`config.mk`:
```
export PLATFORM = sky130hd
export DESIGN_NAME = reg_bank_arbiter
export DESIGN_NICKNAME = d
export VERILOG_FILES = /design/src/rtl/reg_bank_arbiter_pkg.sv /design/src/rtl/reg_bank_arbiter_rr_picker.sv /design/src/rtl/reg_bank_arbiter.sv
export SDC_FILE = /design/constraint.sdc
export NUM_CORES = 1
export LEC_CHECK = 0
export CORE_MARGIN = 5
export CORE_UTILIZATION = 35
export CTS_CLUSTER_DIAMETER = 30
export CTS_CLUSTER_SIZE = 16
export DETAILED_ROUTE_END_ITERATION = 10
export PLACE_DENSITY = 0.66
export SYNTH_ARGS = -nofsm -noshare
export SYNTH_HDL_FRONTEND = slang
export SYNTH_SLANG_ARGS = --single-unit
```
`constraint.sdc`:
```
create_clock -name clk -period 2.4 [get_ports clk]
set_input_delay 0.24 -clock clk [delete_from_list [all_inputs] [get_ports clk]]
set_output_delay 0.24 -clock clk [all_outputs]
set_load 0.02 [all_outputs]
```
`src/rtl/reg_bank_arbiter_pkg.sv`:
```
// reg_bank_arbiter_pkg: shared types, constants and the round-robin search for reg_bank_arbiter.
package reg_bank_arbiter_pkg;

    typedef enum logic {IDLE, GRANT} state_t;

    localparam int STATS_W = 16;
    localparam int MAX_REQ = 8;

    typedef struct packed {
        logic       found;
        logic [2:0] idx;
    } rr_t;

    // Scans ptr, ptr+1, ... modulo n; the descending loop leaves the closest hit to ptr in r.
    function automatic rr_t next_rr(input logic [MAX_REQ-1:0] req, input logic [2:0] ptr,
                                    input logic [MAX_REQ-1:0] exclude, input int n);
        rr_t r;
        logic [2:0] k;
        r = '0;
        for (int j = MAX_REQ - 1; j >= 0; j--) begin
            k = 3'((int'(ptr) + j) % n);
            if (j < n && req[k] && !exclude[k]) begin
                r.found = 1'b1;
                r.idx   = k;
            end
        end
        return r;
    endfunction

endpackage

```
`src/rtl/reg_bank_arbiter_rr_picker.sv`:
```
// rr_picker: combinational rotating-priority encoder (req, ptr -> one-hot winner, index, found).
module rr_picker
    import reg_bank_arbiter_pkg::*;
#(
    parameter int N_REQ = 4,
    parameter int IW    = $clog2(N_REQ)
) (
    input  logic [N_REQ-1:0] req,
    input  logic [IW-1:0]    ptr,
    input  logic [N_REQ-1:0] exclude,
    output logic [N_REQ-1:0] onehot,
    output logic [IW-1:0]    idx,
    output logic             found
);

    rr_t r;

    always_comb begin
        r      = next_rr(8'(req), 3'(ptr), 8'(exclude), N_REQ);
        found  = r.found;
        idx    = IW'(r.idx);
        onehot = r.found ? N_REQ'(1) << idx : '0;
    end

endmodule

```
`src/rtl/reg_bank_arbiter.sv`:
```
// reg_bank_arbiter: round-robin write arbiter in front of one shared WIDTH-bit register.
// Optional grant_total statistics counter is built when REG_ARB_STATS_EN is defined.
module reg_bank_arbiter
    import reg_bank_arbiter_pkg::*;
#(
    parameter int N_REQ    = 4,
    parameter int WIDTH    = 8,
    parameter int MAX_HOLD = 4
) (
    input  logic                       clk,
    input  logic                       reset,
    input  logic [N_REQ-1:0]           req,
    input  logic [N_REQ*WIDTH-1:0]     wdata,
    output logic [N_REQ-1:0]           gnt,
    output logic [$clog2(N_REQ)-1:0]   owner,
    output logic [WIDTH-1:0]           q,
    output logic                       q_valid
`ifdef REG_ARB_STATS_EN
   ,output logic [STATS_W-1:0]         grant_total
`endif
);

    localparam int IW = $clog2(N_REQ);
    localparam int HW = MAX_HOLD > 1 ? $clog2(MAX_HOLD) : 1;

    state_t           state, state_n;
    logic [N_REQ-1:0] gnt_n, pick_onehot, excl;
    logic [IW-1:0]    owner_n, owner_inc, pick_idx, pick_ptr, ptr, ptr_n;
    logic [WIDTH-1:0] q_n;
    logic [HW-1:0]    hold_cnt, hold_n;
    logic             q_valid_n, pick_found, start;

    // While granted, arbitration always starts just past the owner so it ends up last in line.
    assign owner_inc = IW'((int'(owner) + 1) % N_REQ);
    assign pick_ptr  = (state == GRANT) ? owner_inc : ptr;
    assign excl      = (state == GRANT && !req[owner]) ? N_REQ'(1) << owner : '0;

    rr_picker #(.N_REQ(N_REQ)) u_pick (
        .req    (req),
        .ptr    (pick_ptr),
        .exclude(excl),
        .onehot (pick_onehot),
        .idx    (pick_idx),
        .found  (pick_found)
    );

    always_ff @(posedge clk or posedge reset) begin
        if (reset) begin
            state    <= IDLE;
            gnt      <= '0;
            owner    <= '0;
            q        <= '0;
            q_valid  <= 1'b0;
            hold_cnt <= '0;
            ptr      <= '0;
        end else begin
            state    <= state_n;
            gnt      <= gnt_n;
            owner    <= owner_n;
            q        <= q_n;
            q_valid  <= q_valid_n;
            hold_cnt <= hold_n;
            ptr      <= ptr_n;
        end
    end

    always_comb begin
        state_n   = state;
        gnt_n     = gnt;
        owner_n   = owner;
        q_n       = q;
        q_valid_n = q_valid;
        hold_n    = hold_cnt;
        ptr_n     = ptr;
        start     = 1'b0;
        if (state == IDLE) begin
            start = pick_found;
        end else if (req[owner]) begin
            q_n       = wdata[owner*WIDTH +: WIDTH];
            q_valid_n = 1'b1;
            if (hold_cnt == HW'(MAX_HOLD - 1)) begin
                ptr_n = owner_inc;
                start = 1'b1;
            end else begin
                hold_n = hold_cnt + 1'b1;
            end
        end else begin
            ptr_n = owner_inc;
            start = pick_found;
            if (!pick_found) begin
                state_n = IDLE;
                gnt_n   = '0;
            end
        end
        if (start) begin
            state_n = GRANT;
            gnt_n   = pick_onehot;
            owner_n = pick_idx;
            hold_n  = '0;
        end
    end

`ifdef REG_ARB_STATS_EN
    always_ff @(posedge clk or posedge reset) begin
        if (reset)
            grant_total <= '0;
        else if (start && grant_total != '1)
            grant_total <= grant_total + 1'b1;
    end
`endif

endmodule

```
; ---- Yosys cells after proc, flatten, opt, wreduce, memory -nomap -nowiden
; Cells that the tools add are included.
[word_totals]
register_bits = 20
input_bits = 38
out_inout_bits = 15
wordCells = 89
[classes]
add_sub_neg = 5
n_lt_le_gt_ge = 5
n_eq_ne = 5
shift = 3
muxes = 42
bitwise_logic = 3
n_reduce_logical = 19
[op_table]
columns = operator, n
row1 = $mux W4, 10
row2 = $shiftx A32 B6 Y8, 1
row3 = $bmux W1 S3, 6
row4 = $mux W1, 16
row5 = $mux W2, 7
row6 = $lt A3 B4 Y1 const B, 3
row7 = $shl A1 B2 Y4 const A, 2
row8 = $add A2 B1 Y2 const B, 3
row9 = $bmux W1 S2, 3
row10 = $ne A2 B2 Y1 const B, 3
row11 = $reduce_and A3 Y1, 2
row12 = $reduce_or A2 Y1, 3
row13 = $logic_and A1 B1 Y1, 5
row14 = $logic_not A1 Y1, 5
row15 = $add A2 B2 Y2 const B, 2
row16 = $lt A2 B4 Y1 const B, 1
row17 = $reduce_and A2 Y1, 2
row18 = $reduce_bool A2 Y1, 2
row19 = $and A1 B1 Y1 const A, 3
row20 = $lt A2 B3 Y1 const B, 1
row21 = $eq A2 B2 Y1 const B, 1
row22 = $ne A2 B1 Y1 const B, 1

; ---- Longest topological paths before layout
; Gate-level depths: netlist of run 1.
[depth]
word_depth = 17
mapped_depth = 9
depth_no_buf = 8

; ---- By module
; From an unflattened synthesis of run 1, not the netlist that was laid out.
[unflattened]
cells_unflattened = 140
hier_area_um2 = 1491.4
[modules_own_cells]
columns = mod, n_inst, cells_per_inst, area_per_inst_um2
row1 = reg_bank_arbiter, 1, 106, 1272.5
row2 = rr_picker, 1, 34, 219.0

; ---- Worst setup path after synthesis of run 1
; OpenSTA, ideal clock, no wires.
[synth_timing]
path_kind = register to register
startpoint = register owner[1]
endpoint = register gnt[0]
arrival_ps = 2194
required_time_ps = 2332
path_slack_ps = 138
stages_incl_launch_ff = 10
n_path_buf = 1
synth_period_minus_slack_ps = 2262
cell_sequence = dfrtp_1 > clkbuf_1 > inv_1 > ha_1 > mux2i_1 > nand2_1 > a21oi_1 > a2bb2oi_1 > o211a_1 > a32o_1
[synth_via]
elab_chain_cells = 17
word_cells_on_any_way = 54
[synth_rtl]
columns = element, line_no
row1 = start: declaration, reg_bank_arbiter.sv:15  ; output logic [$clog2(N_REQ)-1:0] owner,
row2 = start signal: assignment, reg_bank_arbiter.sv:59  ; owner <= owner_n;
row3 = $add A2 B1 Y2 (*), reg_bank_arbiter.sv:34  ; assign owner_inc = IW'((int'(owner) + 1) % N_REQ);
row4 = net owner_inc[1], reg_bank_arbiter.sv:28  ; logic [IW-1:0] owner_n, owner_inc, pick_idx, pick_ptr, ptr, ptr_n;
row5 = $mux W2 (*), reg_bank_arbiter.sv:35  ; assign pick_ptr = (state == GRANT) ? owner_inc : ptr;
row6 = $add A2 B2 Y2, reg_bank_arbiter_pkg.sv:21  ; k = 3'((int'(ptr) + j) % n);
row7 = $reduce_or A2 Y1 (no line), --
row8 = $and A1 B1 Y1 (no line), --
row9 = $bmux W1 S3, reg_bank_arbiter_pkg.sv:22  ; if (j < n && req[k] && !exclude[k]) begin
row10 = $mux W1 (not written as such), reg_bank_arbiter_pkg.sv:22
row11 = $logic_not A1 Y1, reg_bank_arbiter_pkg.sv:22
row12 = $logic_and A1 B1 Y1, reg_bank_arbiter_pkg.sv:22
row13 = $mux W4 (3 in series), reg_bank_arbiter_pkg.sv:22
row14 = $mux W4 (*), reg_bank_arbiter_pkg.sv:22
row15 = $mux W1, reg_bank_arbiter.sv:78  ; end else if (req[owner]) begin
row16 = $mux W1, reg_bank_arbiter.sv:76  ; if (state == IDLE) begin
row17 = $ne A2 B2 Y1 (no line) or $reduce_bool A2 Y1 (tied branches), --
row18 = $reduce_and A3 Y1 (no line), --
row19 = end signal: assignment, reg_bank_arbiter.sv:58  ; gnt <= gnt_n;
row20 = end: declaration, reg_bank_arbiter.sv:14  ; output logic [N_REQ-1:0] gnt,
; The timed path passes the listed nets; every way through them passes the cells marked *. The select of a mux whose other input is x is not followed.
; A chain may end at the register's enable or synchronous reset.

; ---- Final worst setup path of run 1
[layout_timing]
startpoint = register owner[1]
endpoint = register gnt[0]
[layout_via]
elab_chain_cells = 17
word_cells_on_any_way = 54
[layout_rtl]
columns = element, line_no
row1 = $add A2 B1 Y2 or $bmux W1 S2 (tied branches), "reg_bank_arbiter.sv:34, reg_bank_arbiter.sv:36, reg_bank_arbiter.sv:78"
row2 = $mux W2 or $mux W1 (tied branches), "reg_bank_arbiter.sv:35, reg_bank_arbiter.sv:36, reg_bank_arbiter.sv:78"
row3 = $add A2 B2 Y2 or $logic_not A1 Y1 (tied branches), "reg_bank_arbiter_pkg.sv:21, reg_bank_arbiter.sv:36"
row4 = $reduce_or A2 Y1 (no line) or $logic_and A1 B1 Y1 (tied branches), --
row5 = $and A1 B1 Y1 (no line) or $mux W4 (tied branches), --
row6 = $bmux W1 S3, reg_bank_arbiter_pkg.sv:22
row7 = $mux W1 (not written as such), reg_bank_arbiter_pkg.sv:22
row8 = $logic_not A1 Y1, reg_bank_arbiter_pkg.sv:22
row9 = $logic_and A1 B1 Y1, reg_bank_arbiter_pkg.sv:22
row10 = $mux W4 (4 in series), reg_bank_arbiter_pkg.sv:22
row11 = $mux W1, reg_bank_arbiter.sv:78
row12 = $mux W1, reg_bank_arbiter.sv:76
row13 = $ne A2 B2 Y1 (no line) or $reduce_bool A2 Y1 (tied branches), --
row14 = $reduce_and A3 Y1 (no line), --
; Several ways; a longest one is shown, not always the timed one. The select of a mux whose other input is x is not followed.

==> flow_metrics.py, run 1 <==
metrics = {
    "outcome": {
        "outcome": "completed",
    },
    "placed_design": {
        "place_hpwl_um": 2890,
        "postPlaceCellArea_sq_um": 2000,
        "io_buffer_count": 52,
        "gp_congestion": 0.837,
    },
    "setup_path": {
        "cp_data_arrival_time_ps": 2280,
        "rr_endpoint": "gnt[0]$_DFFE_PP0P_",
        "r2r_start": "owner[1]$_DFFE_PP0P_",
        "worstPathCellList": "mux2i_1 > a22o_4 > o221ai_4 > nor3_2 > nor2_1 > a32o_1",
        "crit_cells": 6,
        "critPathMaxFanout": 6,
        "cp-start-kind": "flop",
        "r2r_setup_slack_ps": 260,
        "critPathMaxStageDelay_ps": 490,
        "worstRegToRegCells": 6,
        "crit_type": "flop to flop",
        "crit_family": "compound AO/OA/AOI/OAI gates",
        "endpoint": "gnt[0]$_DFFE_PP0P_",
        "worstPathRequired_ps": 2540,
        "end_kind": "flop",
        "crit_buf_inv": 0,
        "critPathLaunch": "owner[1]$_DFFE_PP0P_",
        "crit_slowest_cell": "dfrtp_1",
    },
    "detailed_routing": {
        "drc_errors": 0,
        "wirelength_um": 3460,
        "viasPerCell": 5.34,
        "drtIter0Drc": 25,
        "drt_pass1_iterations": 4,
        "detail_route.wl_per_cell_um": 15.6,
        "postRouteAntennaNets": 0,
        "dr_total_vias": 1185,
    },
    "synth": {
        "synth-simple-area-share_pct": 10.6,
        "ys.warnings.count": 0,
        "synth_ff_type": "dfrtp_1",
        "synth_compound_area_share_pct": 18.5,
        "synthXorXnorAreaFrac_pct": 0,
        "synth.cell_area_sq_um": 1400,
        "postSynthCellCount": 116,
        "synth_fp_nets": 159,
        "synth.mux.area_fraction_pct": 27.7,
        "synth.distinct_cells": 39,
        "synthAdderAreaFrac_pct": 4.47,
        "synth_top_family_by_area": "multiplexers",
        "synth-seq-cells": 20,
        "ys_seq_area_share_pct": 35.7,
        "postSynthAreaPerCell_sq_um": 12.1,
        "async_flop_share_pct": 100,
        "synth_edf_count": 0,
    },
    "global_routing": {
        "grt_start_max_net_pins": 21,
        "antenna_found_initial": 0,
        "grt_pass1_wl_um": 6090,
        "grt.overflow.total": 0,
        "grt_pass1_vias": 1349,
        "grt_util_all_layers_pct": 14.4,
    },
    "floorplan": {
        "initial_core_util_pct": 35.5,
        "die_area_sq_um": 5360,
        "die_w_um": 73.2,
        "coreArea_sq_um": 3940,
        "io_pins": 53,
        "die_y_um": 73.2,
        "core.rowCount": 23,
    },
    "cts": {
        "clockBufferDepth": 2,
        "cts_sinks": 20,
        "cts_tree": "yes",
        "htreeDepth": 1,
        "cts_buffers": 3,
        "path_clk_slew_ps": 60,
        "cts-root-buf": "clkbuf_8",
        "clock_latency_ps": 250,
    },
    "cells_and_area": {
        "n_antenna_cell": 0,
        "seqCellArea_sq_um": 502,
        "multi_input_area_sq_um": 858,
        "drive_gt1_share_pct": 22.1,
        "stdcell_area_sq_um": 2040,
        "synthToLayoutAreaGrowth_pct": 46.0,
        "nets": 217,
        "fillers": 346,
    },
    "pwr": {
        "cell_internal_pwr_mw": 1.51,
        "p_per_area_nw_per_um2": 1260,
        "p_leak_nw": 0.822,
        "peakVddDrop_uv": 594,
        "p_sw_share_pct": 41.1,
        "power_frac_seq_pct": 24.0,
        "p_switching_mw": 1.06,
        "combPwrFrac_pct": 68.0,
        "power_frac_clock_pct": 8.1,
    },
    "sta": {
        "setup_viol": 0,
        "rsz0062_at_grt": "false",
        "fmax_mhz": 466,
        "period_minus_slack_ps": 2140,
        "final-hold-violation-count": 0,
        "min_period_over_period_pct": 89.4,
        "setup_tns_ps": 0,
        "maxSlewViolCount": 0,
        "finClkSkew_ps": 1.14,
        "worst_pin_slew_ps": 759,
        "slew_headroom_pct": 49.3,
    },
    "run": {
        "cap_viol_max_count": 0,
    },
    "hold_path": {
        "hp-class": "primary input to asynchronous set/reset pin",
    },
}
cell type report:
class                   count  share of cell area [%]
repair buffers             57                    27.3
flip-flops and latches     20                    24.5
clock buffers               3                    2.02
multi-input cells          86                    42.0
well taps                  50                    3.06
inverters                   6                    1.10
cells in the final DEF (no fill, tap or decap), drive strengths merged:
master / n
inv: 6
nor2b: 1
o311ai: 1
and2b: 1
buf: 5
clkbuf: 3
or2: 2
dfrtp: 20
and3: 1
nand3: 4
a211oi: 1
o41ai: 1
nand2b: 4
nor3: 1
mux2: 12
a21oi: 6
a32o: 2
nand2: 5
o311a: 1
nand3b: 1
o211a: 1
o31ai: 3
a21boi: 2
mux2i: 5
mux4: 9
o21ai: 6
a22o: 2
a22oi: 1
ha: 5
nor2: 4
o221ai: 1
clkdlybuf4s50: 52
and2: 2
a2bb2oi: 1
Yosys cell counts, types with 2 or more instances:
cell type / count / share of area (%)
a21oi_1: 6 / 2.1
a32o_1: 2 / 1.4
and2_1: 2 / 0.89
buf_2: 3 / 1.1
dfrtp_1: 20 / 36
ha_1: 5 / 4.5
inv_1: 6 / 1.6
mux2_2: 11 / 8.8
mux2i_1: 5 / 3.6
mux4_2: 9 / 14
nand2_1: 5 / 1.3
nand2b_1: 4 / 1.8
nand3_1: 4 / 1.4
nor2_1: 3 / 0.80
o21ai_0: 6 / 2.1
o31ai_1: 2 / 1.1
cell families after synthesis:
kind of cell             count (synthesis)
adder cells (fa/ha/maj)                  5
flip-flops                              20
AO/OA/AOI/OAI                           29
buffers and inverters                   10
AND/OR/NAND/NOR                         26
multiplexers                            26
power by group through the flow:
stage / Clock, mW / Sequential [mW] / Combinational, mW
2_1_floorplan: 0 / 0.724 / 1.08
3_3_place_gp: 0 / 0.608 / 1.73
3_5_place_dp: 0 / 0.620 / 1.76
4_1_cts: 0.218 / 0.616 / 1.77
5_1_grt: 0.241 / 0.640 / 1.91
6_report: 0.207 / 0.615 / 1.75
worst register-to-register path: stages, from the launching register on:
cell,delay (ps)
dfrtp_1,490
mux2i_1,380
a22o_4,260
o221ai_4,140
nor3_2,360
nor2_1,140
a32o_1,270
stage by stage:
stage	std cells	utilization (%)	worst slack (ps)	total power, mW	hold slack, ps
6_report	222	51.9	255	2.57	431
5_1_grt	222	51.9	54.9	2.79	512
4_1_cts	222	51.8	148	2.61	456
3_5_place_dp	219	50.8	44.4	2.38	469
3_3_place_gp	219	50.8	143	2.34	456
2_1_floorplan	116	-	138	1.80	204
what timing repair did:
item / in CTS / in global routing
hold endpoints to repair: 0 / 0
resized for setup: 0 / 1
buffers inserted: 0 / 0
hold buffers: 0 / 0
setup endpoints to repair: 0 / 3
how the worst min path moves through the flow:
stage | startpoint | end
finish | reset | q_valid$_DFFE_PP0P_
global route | reset | state$_DFF_PP0_
CTS | reset | q_valid$_DFFE_PP0P_
detailed placement | q_valid$_DFFE_PP0P_ | q_valid$_DFFE_PP0P_
global placement | q_valid$_DFFE_PP0P_ | q_valid$_DFFE_PP0P_
floorplan | reset | gnt[0]$_DFFE_PP0P_
registers in the layout (all words and copies together) (netlist names):
| name | flops |
|---|---|
| q | 8 |
| gnt | 4 |
| hold_cnt | 2 |
| owner | 2 |
| ptr | 2 |
| q_valid | 1 |
| state | 1 |
layer usage:
layer  track usage (%)  vias to the layer above  share of wire, %
li1                  -                      554                 -
met1              17.1                      574                40
met2              24.6                       51                49
met3              4.27                        6               9.7
met4              5.12                        0               1.2
met5                 0                        -                 0
(Power assumes the default switching activity.)
==> run 2, diff against run 1 <==
--- a/config.mk
+++ b/config.mk
@@ -11,6 +11,7 @@
 export CTS_CLUSTER_SIZE = 16
 export DETAILED_ROUTE_END_ITERATION = 10
 export PLACE_DENSITY = 0.66
+export SLEW_MARGIN = 20
 export SYNTH_ARGS = -nofsm -noshare
 export SYNTH_HDL_FRONTEND = slang
 export SYNTH_SLANG_ARGS = --single-unit
==> constraint.sdc (replaced) <==
create_clock -name clk -period 2.7 [get_ports clk]
set_input_delay 0.27 -clock clk [delete_from_list [all_inputs] [get_ports clk]]
set_output_delay 0.27 -clock clk [all_outputs]
set_load 0.02 [all_outputs]
==> run 2 against run 1 <==
Design area decreased by 0.12%. Routed wire length grew 2.3%. Register-to-register slack improved by 230 ps. Non-clock buffer count down 2. Clock-buffer cell count increased by 1. Global-route usage down 0.14 points. Clock power increased by 9%. Fmax decreased by 3.3%. Core utilization fell by 0.063 points. Largest power group unchanged.
==> flow_metrics.py, run 2 (synthesis gave the netlist of run 1 again) <==
metrics = {
    "floorplan": {
        "die_area_sq_um": 5360,
        "initial_core_util_pct": 35.5,
        "die_y_um": 73.2,
        "io_pins": 53,
        "core.rowCount": 23,
        "die_w_um": 73.2,
        "coreArea_sq_um": 3940,
    },
    "cells_and_area": {
        "fillers": 339,
        "layout_common_cells": "52 x clkdlybuf4s50_1, 20 x dfrtp_1, 11 x mux2_2",
        "largest_reg_flops": 8,
        "layout_commonest_cell": "clkdlybuf4s50_1",
        "top_regs": "q (8), gnt (4)",
        "synthToLayoutAreaGrowth_pct": 45.8,
        "n_antenna_cell": 0,
        "stdcell_count": 221,
        "nets": 215,
        "drive_gt1_share_pct": 21.1,
        "largest_register": "q",
    },
    "detailed_routing": {
        "drt_pass1_iterations": 4,
        "viasPerCell": 5.37,
        "dr_total_vias": 1186,
        "postRouteAntennaNets": 0,
        "drtIter0Drc": 38,
        "drc_errors": 0,
        "detail_route.wl_per_cell_um": 16.0,
        "wirelength_um": 3540,
    },
    "hold_path": {
        "hp-class": "primary input to asynchronous set/reset pin",
    },
    "global_routing": {
        "grtUsageMet1_pct": 16.1,
        "met2_usage_pct": 25.8,
        "grt_start_max_net_pins": 21,
        "grt_util_all_layers_pct": 14.3,
        "grt_busiest_layer": "met2",
        "antenna_found_initial": 0,
        "grt.overflow.total": 0,
        "use_met3_pct": 4.96,
        "grt_pass1_wl_um": 6040,
        "grt_pass1_vias": 1324,
    },
    "placed_design": {
        "gp_congestion": 0.888,
        "post-place-cells": 217,
        "place_hpwl_um": 2900,
        "io_buffer_count": 52,
    },
    "cts": {
        "clock_latency_ps": 250,
        "cts_sinks": 20,
        "htreeDepth": 1,
        "post_cts_buffers": 0,
        "cts-root-buf": "clkbuf_8",
        "cts_hold_buf": 0,
        "cts_tree": "yes",
        "path_clk_slew_ps": 70,
        "clockBufferDepth": 2,
        "cts_resized": 0,
        "cts_buffers": 3,
    },
    "pwr": {
        "p_leak_nw": 0.821,
        "p_per_area_nw_per_um2": 1120,
        "peakVddDrop_uv": 447,
    },
    "sta": {
        "rsz0062_at_grt": "false",
        "maxSlewViolCount": 0,
        "fmax_mhz": 451,
        "final-hold-violation-count": 0,
        "setup_viol": 0,
        "hold_ws_ps": 452,
        "min_period_over_period_pct": 82.2,
        "slew_headroom_pct": 48.6,
        "period_minus_slack_ps": 2220,
        "finClkSkew_ps": 1.77,
        "setup_tns_ps": 0,
        "worst_pin_slew_ps": 771,
    },
    "setup_path": {
        "cp-start-kind": "flop",
        "cp_data_arrival_time_ps": 2410,
        "worstPathCellList": "and2b_1 > nor2_4 > mux2_1 > a21oi_1 > o211a_1 > a32o_1",
        "crit_type": "flop to flop",
        "crit_slowest_cell": "dfrtp_1",
        "critPathMaxFanout": 9,
        "critPathMaxStageDelay_ps": 540,
        "end_kind": "flop",
        "worstPathRequired_ps": 2890,
    },
    "run": {
        "cap_viol_max_count": 0,
    },
    "outcome": {
        "outcome": "completed",
    },
}
## run 2: per-stage QoR
stage / cell area (sq um) / util [%] / power (mW) / worst slack [ps]
final: 2040 / 51.8 / 2.29 / 481
after global routing: 2040 / 51.8 / 2.46 / 303
after CTS: 2040 / 51.8 / 2.31 / 480
after detailed placement: 1990 / 50.4 / 2.08 / 284
after global placement: 1990 / 50.4 / 2.05 / 411
after floorplan: 1400 / - / 1.60 / 438
## run 2: worst paths after layout
check,startpoint,endpoint,slack (ps),depth (start not counted)
worst max-delay path,owner[0]$_DFFE_PP0P_,gnt[2]$_DFFE_PP0P_,480,6
worst min-delay path,reset,q_valid$_DFFE_PP0P_,450,2
worst max register to register,owner[0]$_DFFE_PP0P_,gnt[2]$_DFFE_PP0P_,480,6
worst min register to register,q_valid$_DFFE_PP0P_,q_valid$_DFFE_PP0P_,470,1
max in group asynchronous,reset,q[1]$_DFFE_PP0P_,1770,2
min in group clk,q_valid$_DFFE_PP0P_,q_valid$_DFFE_PP0P_,470,1
## run 2: power breakdown
group          total [mW]  internal [mW]  switching, mW
logic                1.51          0.782          0.730
clock network       0.225          0.130         0.0951
registers           0.551          0.438          0.113
total                2.29           1.35          0.938
## run 2: cell type report
cell class              instances  area (sq um)  area share (%)
multi-input cells              86           858            42.0
repair buffers                 55           543            26.6
flip-flops and latches         20           500            24.5
well taps                      50          62.6            3.06
clock buffers                   4          55.1            2.70
inverters                       6          22.5            1.10
## run 2: per-layer routing
layer / vias up / part of all wire [%]
li1: 551 / -
met1: 559 / 38
met2: 72 / 50
met3: 4 / 12
met4: 0 / 0.59
met5: - / 0
## run 2: critical path: cells and delay by family, from the launching register on
| kind | cells | cell delay, ps |
|---|---|---|
| AO/OA/AOI/OAI | 3 | 720 |
| AND/OR/NAND/NOR | 2 | 550 |
| flip-flops | 1 | 540 |
| multiplexers | 1 | 350 |
==> run 3, diff against run 2 <==
--- a/config.mk
+++ b/config.mk
@@ -10,7 +10,7 @@
 export CTS_CLUSTER_DIAMETER = 30
 export CTS_CLUSTER_SIZE = 16
 export DETAILED_ROUTE_END_ITERATION = 10
-export PLACE_DENSITY = 0.66
+export PLACE_DENSITY = 0.69
 export SLEW_MARGIN = 20
 export SYNTH_ARGS = -nofsm -noshare
 export SYNTH_HDL_FRONTEND = slang
==> constraint.sdc (replaced) <==
create_clock -name clk -period 1.8 [get_ports clk]
set_input_delay 0.18 -clock clk [delete_from_list [all_inputs] [get_ports clk]]
set_output_delay 0.18 -clock clk [all_outputs]
set_load 0.02 [all_outputs]
==> run 3 against run 2 <==
The flow now finishes with violations (setup timing). Via count is 13% higher. Cell count is 14% higher. Hold slack got worse by 210 ps. Non-clock buffer count increased by 32. Setup slack worse by 770 ps. Critical path depth up 2. Core utilization up 12 points. Critical endpoint is now ptr[0]$_DFFE_PP0P_. Largest power group unchanged. Highest routed layer unchanged.
==> flow_metrics.py, run 3 (synthesis gave the netlist of run 1 again) <==
metrics = {
    "pwr": {
        "p_per_area_nw_per_um2": 1870,
        "peakVddDrop_uv": 1030,
        "p_leak_nw": 1.05,
    },
    "global_routing": {
        "grt_pass1_wl_um": 6840,
        "antenna_found_initial": 0,
        "grt_util_all_layers_pct": 16.7,
        "grt.overflow.total": 0,
        "grt_pass1_vias": 1403,
        "grt_start_max_net_pins": 21,
    },
    "cells_and_area": {
        "n_antenna_cell": 0,
        "layout_commonest_cell": "clkdlybuf4s50_1",
        "top_regs": "q (8), gnt (4)",
        "largest_reg_flops": 8,
        "fillers": 297,
        "largest_register": "q",
        "finish.utilization_pct": 63.3,
        "stdcell_area_sq_um": 2500,
        "synthToLayoutAreaGrowth_pct": 78.4,
        "stdcell_count": 253,
        "layout_common_cells": "52 x clkdlybuf4s50_1, 27 x buf_4, 17 x dfrtp_1",
        "drive_gt1_share_pct": 43.3,
        "nets": 247,
    },
    "placed_design": {
        "io_buffer_count": 52,
        "post-place-cells": 240,
        "place_hpwl_um": 3340,
        "gp_congestion": 0.897,
        "postPlaceCellArea_sq_um": 2190,
    },
    "sta": {
        "setup_viol": 18,
        "slew_headroom_pct": 80.7,
        "finalWorstSetupSlack_ps": -285,
        "finClkSkew_ps": 8.62,
        "worst_pin_slew_ps": 290,
        "rsz0062_at_grt": "true",
        "maxSlewViolCount": 0,
        "fmax_mhz": 480,
        "min_period_over_period_pct": 116,
        "period_minus_slack_ps": 2090,
        "final-hold-violation-count": 0,
        "setup_tns_ps": -3370,
    },
    "cts": {
        "path_clk_slew_ps": 80,
        "cts-root-buf": "clkbuf_8",
        "clock_latency_ps": 260,
        "clockBufferDepth": 2,
        "cts_sinks": 20,
        "cts_buffers": 3,
        "cts_tree": "yes",
        "htreeDepth": 1,
    },
    "detailed_routing": {
        "postRouteAntennaNets": 0,
        "wirelength_um": 4560,
        "drt_pass1_iterations": 4,
        "detail_route.wl_per_cell_um": 18.0,
        "viasPerCell": 5.29,
        "drtIter0Drc": 66,
        "drc_errors": 0,
        "dr_total_vias": 1338,
    },
    "floorplan": {
        "initial_core_util_pct": 35.5,
        "core.rowCount": 23,
        "die_y_um": 73.2,
        "die_area_sq_um": 5360,
        "die_w_um": 73.2,
        "coreArea_sq_um": 3940,
        "io_pins": 53,
    },
    "setup_path": {
        "end_kind": "flop",
        "crit_type": "flop to flop",
        "worstPathRequired_ps": 1940,
        "critPathMaxFanout": 5,
        "r2r_setup_slack_ps": -290,
        "cp_data_arrival_time_ps": 2230,
        "cp-start-kind": "flop",
        "r2r_start": "owner[0]$_DFFE_PP0P_",
        "worstRegToRegCells": 8,
        "rr_endpoint": "ptr[0]$_DFFE_PP0P_",
    },
    "outcome": {
        "outcome": "complete, but fails checks",
        "violations": "setup timing",
    },
    "run": {
        "cap_viol_max_count": 0,
    },
    "hold_path": {
        "hp-class": "primary input to asynchronous set/reset pin",
    },
}
[run 3: area by class of cell]
cell class / count / area [sq um] / share of cell area [%]
Multi-Input combinational cell: 86 / 1000 / 40.2
Clock inverter: 1 / 30.0 / 1.20
Tap cell: 50 / 62.6 / 2.51
Timing Repair Buffer: 87 / 831 / 33.3
Sequential cell: 20 / 504 / 20.2
Inverter: 6 / 25.0 / 1.00
Clock buffer: 3 / 41.3 / 1.65
[run 3: worst max-delay path by stage]
stage          slack [ps]            endpoint  cells past startpoint                  from
2_1_floorplan        -160  gnt[0]$_DFFE_PP0P_                      6  owner[0]$_DFFE_PP0P_
3_3_place_gp         -260  gnt[2]$_DFFE_PP0P_                      7                req[3]
3_5_place_dp         -370  gnt[3]$_DFFE_PP0P_                      8                req[3]
4_1_cts              -240  gnt[2]$_DFFE_PP0P_                      6  owner[1]$_DFFE_PP0P_
5_1_grt              -340  gnt[2]$_DFFE_PP0P_                      6  owner[1]$_DFFE_PP0P_
6_report             -290  ptr[0]$_DFFE_PP0P_                      8  owner[0]$_DFFE_PP0P_
[run 3: where the power goes]
part | total, mW | leakage, nW | internal (mW) | switching (mW)
Sequential | 0.833 | 0.234 | 0.663 | 0.170
Clock | 0.450 | 0.0357 | 0.297 | 0.153
Combinational | 3.39 | 0.779 | 1.93 | 1.47
Total | 4.68 | 1.05 | 2.89 | 1.79
[run 3: stage by stage]
step / setup WS [ps] / total power [mW] / hold WS, ps
6_report: -285 / 4.68 / 244
5_1_grt: -337 / 4.98 / 282
4_1_cts: -243 / 4.22 / 257
3_5_place_dp: -365 / 3.55 / 454
3_3_place_gp: -257 / 3.46 / 453
2_1_floorplan: -156 / 2.53 / 144
[run 3: timing repair]
| item | in CTS | in global routing |
|---|---|---|
| buffers inserted | 4 | 4 |
| hold buffers | 0 | 0 |
| setup endpoints to repair | 19 | 19 |
| cloned | 0 | 1 |
| pin swaps | 9 | 7 |
| gates resized for setup | 14 | 26 |
[run 3: per-layer routing]
metal / global-route usage (%) / vias up / share of wire, %
li1: - / 620 / -
met1: 19.2 / 682 / 37
met2: 31.0 / 32 / 56
met3: 3.17 / 4 / 5.4
met4: 4.92 / 0 / 1.1
met5: 0 / - / 0
[run 3: worst max-delay path, stage by stage (launching register included)]
cell and delay [ps]:
dfrtp_2 460, buf_6 130, buf_6 100, buf_6 100, mux4_2 460, nand2_4 130, or2_4 140, and2_4 150
mux2_4 300
